### src/rtl/program_counter_pkg.sv
// rtl/program_counter_pkg.sv - FSM state encodings shared by the program counter slice
package program_counter_pkg;

  localparam int PC_STATE_BIT_NUM = 2;

  typedef enum logic [PC_STATE_BIT_NUM-1:0] {
    PC_STATE_IDLE = 2'd0,
    PC_STATE_RUN  = 2'd1,
    PC_STATE_STEP = 2'd2
  } pc_state_e;

endpackage

### src/rtl/program_counter_return_stack.sv
// rtl/program_counter_return_stack.sv - return-address LIFO with full/empty and sticky error
module return_stack #(
  parameter int WIDTH = 16,
  parameter int DEPTH = 4
) (
  input  logic             clk,
  input  logic             rst_n,
  input  logic             push,
  input  logic             pop,
  input  logic [WIDTH-1:0] push_data,
  output logic [WIDTH-1:0] top_data,
  output logic             full,
  output logic             empty,
  output logic             err
);

  localparam int AW = $clog2(DEPTH);

  logic [WIDTH-1:0] mem [DEPTH];
  logic [AW:0]      depth;
  logic [AW-1:0]    top_idx;

  assign full     = (depth == (AW+1)'(DEPTH));
  assign empty    = (depth == '0);
  // Low bits wrap to the last slot when the stack is full.
  assign top_idx  = depth[AW-1:0] - AW'(1);
  assign top_data = mem[top_idx];

  always_ff @(posedge clk) begin
    if (!rst_n) begin
      depth <= '0;
      err   <= 1'b0;
    end else begin
      if (push && !full) begin
        depth <= depth + (AW+1)'(1);
      end else if (pop && !empty) begin
        depth <= depth - (AW+1)'(1);
      end
      if ((push && full) || (pop && empty)) begin
        err <= 1'b1;
      end
    end
  end

  always_ff @(posedge clk) begin
    if (push && !full) begin
      mem[depth[AW-1:0]] <= push_data;
    end
  end

endmodule

### src/rtl/program_counter.sv
// rtl/program_counter.sv - PC with run/step/idle gating; PC_CALL_STACK_EN adds the return stack
module program_counter
  import program_counter_pkg::*;
#(
  parameter int                  PC_WIDTH     = 16,
  parameter logic [PC_WIDTH-1:0] RESET_VECTOR = '0,
  parameter int                  STACK_DEPTH  = 4
) (
  input  logic                clk,
  input  logic                rst_n,
  input  logic                run,
  input  logic                step,
  input  logic                pc_load_en,
  input  logic [PC_WIDTH-1:0] load_addr,
  input  logic                call_en,
  input  logic                ret_en,
  output logic [PC_WIDTH-1:0] pc,
  output logic                running,
  output logic                stack_full,
  output logic                stack_empty,
  output logic                stack_err
);

  pc_state_e           state, state_next;
  logic                advance;
  logic [PC_WIDTH-1:0] pc_inc;
  logic [PC_WIDTH-1:0] pc_next;

  always_ff @(posedge clk) begin
    if (!rst_n) begin
      state <= PC_STATE_IDLE;
    end else begin
      state <= state_next;
    end
  end

  always_comb begin
    state_next = state;
    case (state)
      PC_STATE_IDLE: begin
        if (run)       state_next = PC_STATE_RUN;
        else if (step) state_next = PC_STATE_STEP;
      end
      PC_STATE_RUN:  if (!run) state_next = PC_STATE_IDLE;
      PC_STATE_STEP: state_next = PC_STATE_IDLE;
      default:       state_next = PC_STATE_IDLE;
    endcase
  end

  always_comb begin
    running = (state == PC_STATE_RUN) || (state == PC_STATE_STEP);
    advance = running;
  end

  assign pc_inc = pc + PC_WIDTH'(1);

`ifdef PC_CALL_STACK_EN
  logic                rs_push, rs_pop, rs_err;
  logic [PC_WIDTH-1:0] rs_top;
  logic                illegal, illegal_err;

  always_comb begin
    pc_next = pc_inc;
    rs_push = 1'b0;
    rs_pop  = 1'b0;
    illegal = 1'b0;
    if (advance) begin
      if (call_en && ret_en) begin
        illegal = 1'b1;
      end else if (ret_en) begin
        // Underflow is flagged inside the stack; the PC just falls through.
        rs_pop = 1'b1;
        if (!stack_empty) pc_next = rs_top;
      end else if (call_en) begin
        rs_push = 1'b1;
        pc_next = load_addr;
      end else if (pc_load_en) begin
        pc_next = load_addr;
      end
    end
  end

  return_stack #(
    .WIDTH (PC_WIDTH),
    .DEPTH (STACK_DEPTH)
  ) u_return_stack (
    .clk       (clk),
    .rst_n     (rst_n),
    .push      (rs_push),
    .pop       (rs_pop),
    .push_data (pc_inc),
    .top_data  (rs_top),
    .full      (stack_full),
    .empty     (stack_empty),
    .err       (rs_err)
  );

  always_ff @(posedge clk) begin
    if (!rst_n) begin
      illegal_err <= 1'b0;
    end else if (illegal) begin
      illegal_err <= 1'b1;
    end
  end

  assign stack_err = illegal_err | rs_err;
`else
  wire unused_stack = &{1'b0, call_en, ret_en, STACK_DEPTH[0]};

  always_comb begin
    pc_next = pc_load_en ? load_addr : pc_inc;
  end

  assign stack_full  = 1'b0;
  assign stack_empty = 1'b1;
  assign stack_err   = 1'b0;
`endif

  always_ff @(posedge clk) begin
    if (!rst_n) begin
      pc <= RESET_VECTOR;
    end else if (advance) begin
      pc <= pc_next;
    end
  end

endmodule

### config.mk
export PLATFORM = sky130hd
export DESIGN_NAME = program_counter
export DESIGN_NICKNAME = d
export VERILOG_FILES = /design/src/rtl/program_counter_pkg.sv /design/src/rtl/program_counter_return_stack.sv /design/src/rtl/program_counter.sv
export SDC_FILE = /design/constraint.sdc
export NUM_CORES = 1
export LEC_CHECK = 0
export CELL_PAD_IN_SITES_DETAIL_PLACEMENT = 1
export CELL_PAD_IN_SITES_GLOBAL_PLACEMENT = 2
export CORE_ASPECT_RATIO = 0.75
export CORE_MARGIN = 2
export CORE_UTILIZATION = 21
export DETAILED_ROUTE_END_ITERATION = 16
export PLACE_DENSITY = 0.82
export SLEW_MARGIN = 20
export SYNTH_ARGS = -nofsm -noshare
export SYNTH_HDL_FRONTEND = slang
export SYNTH_SLANG_ARGS = --single-unit
### constraint.sdc
create_clock -name clk -period 1.6 [get_ports clk]
set_input_delay 0.4 -clock clk [delete_from_list [all_inputs] [get_ports clk]]
set_output_delay 0.4 -clock clk [all_outputs]
set_load 0.02 [all_outputs]
==> results.sh <==
export IMPL_drt_total_wl_um=4134
export IMPL_synthArstFlopShare=0
export IMPL_first_pass_iters=5
export IMPL_antenna_found_initial=0
export IMPL_rows=23
export IMPL_p_leak_nw=0.7702
export IMPL_synth_seq_cells=18
export IMPL_hp_class="register to register"
export IMPL_critical_path_required_ps=1740
export IMPL_grt_max_degree=24
export IMPL_crit_type="register to register"
export IMPL_power_density_nw_per_um2=725.3
export IMPL_fin_util=0.3497
export IMPL_nNetsFinal=238
export IMPL_crit_fanout=5
export IMPL_cp_end_kind="register"
export IMPL_syn_avg_cell_area_um2=7.547
export IMPL_drive_above_1_share=0.2238
export IMPL_tns_ps=0
export IMPL_timing_fmax_mhz=633.5
export IMPL_num_io_pins=43
export IMPL_worstPathArrival_ps=1720
export IMPL_place_hpwl_um=3196
export IMPL_place_gp_congestion=0.7393
export IMPL_grt_pass1_vias=1320
export IMPL_setup_viol=0
export IMPL_antenna_left=0
export IMPL_syn_inst=156
export IMPL_htreeDepth=1
export IMPL_die_h_um=68.85
export IMPL_hold_violations=0
export IMPL_antenna_cells=0
export IMPL_skew_ps=4.594
export IMPL_drc_errors=0
export IMPL_area_growth_synth_to_final_pct=59.83
export IMPL_wl_per_cell_um=14.51
export IMPL_total_power_mw=1.365
export IMPL_synth_cell_type_count=41
export IMPL_path_clk_slew_ps=80
export IMPL_ir_drop_mv=0.2334
export IMPL_postCtsHoldBufs=0
export IMPL_period_share=0.9866
export IMPL_fillers=665
export IMPL_maxCapViolations=0
export IMPL_vias=1340
export IMPL_die_area_um2=6228
export IMPL_cts_buffer_depth=2
export IMPL_whs_ps=479.6
export IMPL_numCtsBuffers=3
export IMPL_ys_warn_count=0
export IMPL_start_util=0.2188
export IMPL_ys_flop_type="dfxtp_1"
export IMPL_clkLatencyLatePin_ps=260
export IMPL_grt_use_total=0.1369
export IMPL_vias_per_cell=4.702
export IMPL_portBuffers=37
export IMPL_grt_pass1_wl_um=6589
export IMPL_startpoint_type="register"
export IMPL_cts_tree="done"
export IMPL_slew_violations=0
export IMPL_die_w_um=90.46
export IMPL_synth_area_um2=1177
export IMPL_grt_ovfl_total=0
export IMPL_core_um2=5381
export IMPL_fin_crit_ps=1579
export IMPL_clock_sinks=18
export IMPL_drtIter0Drc=42
export IMPL_run_status="complete, no violations"
export IMPL_cts_root_buf="clkbuf_8"
export IMPL_ys_seq_area_frac=0.3061
export IMPL_synth_edf_count=0
[area by class of cell]
| type | count | area, µm² | area share |
|---|---|---|---|
| clock buffers | 3 | 41.29 | 0.02194 |
| well taps | 75 | 93.84 | 0.04987 |
| inverters | 8 | 30.03 | 0.01596 |
| repair buffers | 62 | 558.0 | 0.2965 |
| multi-input cells | 119 | 789.5 | 0.4195 |
| flip-flops and latches | 18 | 369.1 | 0.1961 |
[routing by layer]
metal,vias up,track usage,wire [µm]
met5,-,0,0
met4,0,0.04231,44
met3,4,0.03478,141
met2,29,0.2332,1933
met1,635,0.1740,2014
li1,672,-,-
[logic make-up after synthesis]
family / share of synthesized area
buf+inv: 0.07758
mux: 0.05101
compound gates: 0.2402
other cells: 0.006379
flops: 0.3061
simple gates: 0.2869
fa+ha+maj: 0.03188
[worst max-delay path, cell delays in order, from the launching register on]
cell,delay (ps)
dfxtp_1,480
nand4_1,260
or4_1,540
nand3_1,100
a31oi_1,70
[metrics by stage]
step | worst slack (ps) | area [µm²] | cells
4_1_cts | -55.86 | 1813 | 285
6_report | 21.46 | 1882 | 285
3_5_place_dp | -173.0 | 1789 | 282
2_1_floorplan | 41.34 | 1186 | 157
5_1_grt | -34.10 | 1882 | 285
3_3_place_gp | -156.3 | 1789 | 282
[worst paths after layout]
path,start,slack [ps],cells after the start,endpoint
min,state[1]$_SDFFE_PN0P_,480,2,state[1]$_SDFFE_PN0P_
min reg2reg,state[1]$_SDFFE_PN0P_,480,2,state[1]$_SDFFE_PN0P_
max reg2reg,pc[4]$_SDFFE_PN0P_,20,4,pc[15]$_SDFFE_PN0P_
max,pc[4]$_SDFFE_PN0P_,20,4,pc[15]$_SDFFE_PN0P_
[power by group]
part / switching [mW] / internal, mW / leakage (nW)
sequential: 0.0515 / 0.492 / 0.149
combinational: 0.244 / 0.241 / 0.599
clock: 0.169 / 0.168 / 0.0216
total: 0.464 / 0.901 / 0.770
[cells in the final DEF (no fill, tap or decap), types with 4 or more instances in the layout]
master           synthesis  routed
mux2i_1                  6       6
dfxtp_2                  0       4
nor3_1                   5       4
buf_4                    3      23
a21oi_1                 13      13
nand3_1                  9       9
a22oi_1                  5       4
nor2b_1                  5       5
dlygate4sd2_1            0      16
dfxtp_1                 18      13
nor2_1                  17      16
inv_1                    7       7
clkdlybuf4s50_1          0      20
nand2_1                 11      11
o21ai_0                  9       9
[Yosys cell counts, types with 2 or more instances]
| cell | number | area share |
|---|---|---|
| nor2b_1 | 5 | 0.027 |
| o21a_1 | 2 | 0.013 |
| clkbuf_1 | 5 | 0.016 |
| ha_1 | 3 | 0.032 |
| mux2i_1 | 6 | 0.051 |
| a31oi_1 | 3 | 0.016 |
| dfxtp_1 | 18 | 0.31 |
| buf_2 | 4 | 0.017 |
| a211oi_1 | 2 | 0.013 |
| nor3_1 | 5 | 0.021 |
| conb_1 | 2 | 0.0064 |
| o31a_1 | 2 | 0.015 |
| buf_4 | 3 | 0.019 |
| o21ai_0 | 9 | 0.038 |
| a21oi_1 | 13 | 0.055 |
| nor2_1 | 17 | 0.054 |
| and2_1 | 2 | 0.011 |
| nor4_1 | 2 | 0.011 |
| nand2_1 | 11 | 0.035 |
| inv_1 | 7 | 0.022 |
| nand4_1 | 2 | 0.011 |
| nand3_1 | 9 | 0.038 |
| nand4_2 | 2 | 0.021 |
| a22oi_1 | 5 | 0.032 |
[flip-flops by register name, summed over array words and instances, names as in the netlist]
name   count
pc        16
state      2
[timing repair]
action                     in CTS  in global routing
pin swaps                       0                  1
buffers inserted                0                  0
setup endpoints to repair      23                 12
gates resized for setup        20                 17
No activity file was read; power rests on OpenSTA's default activity.
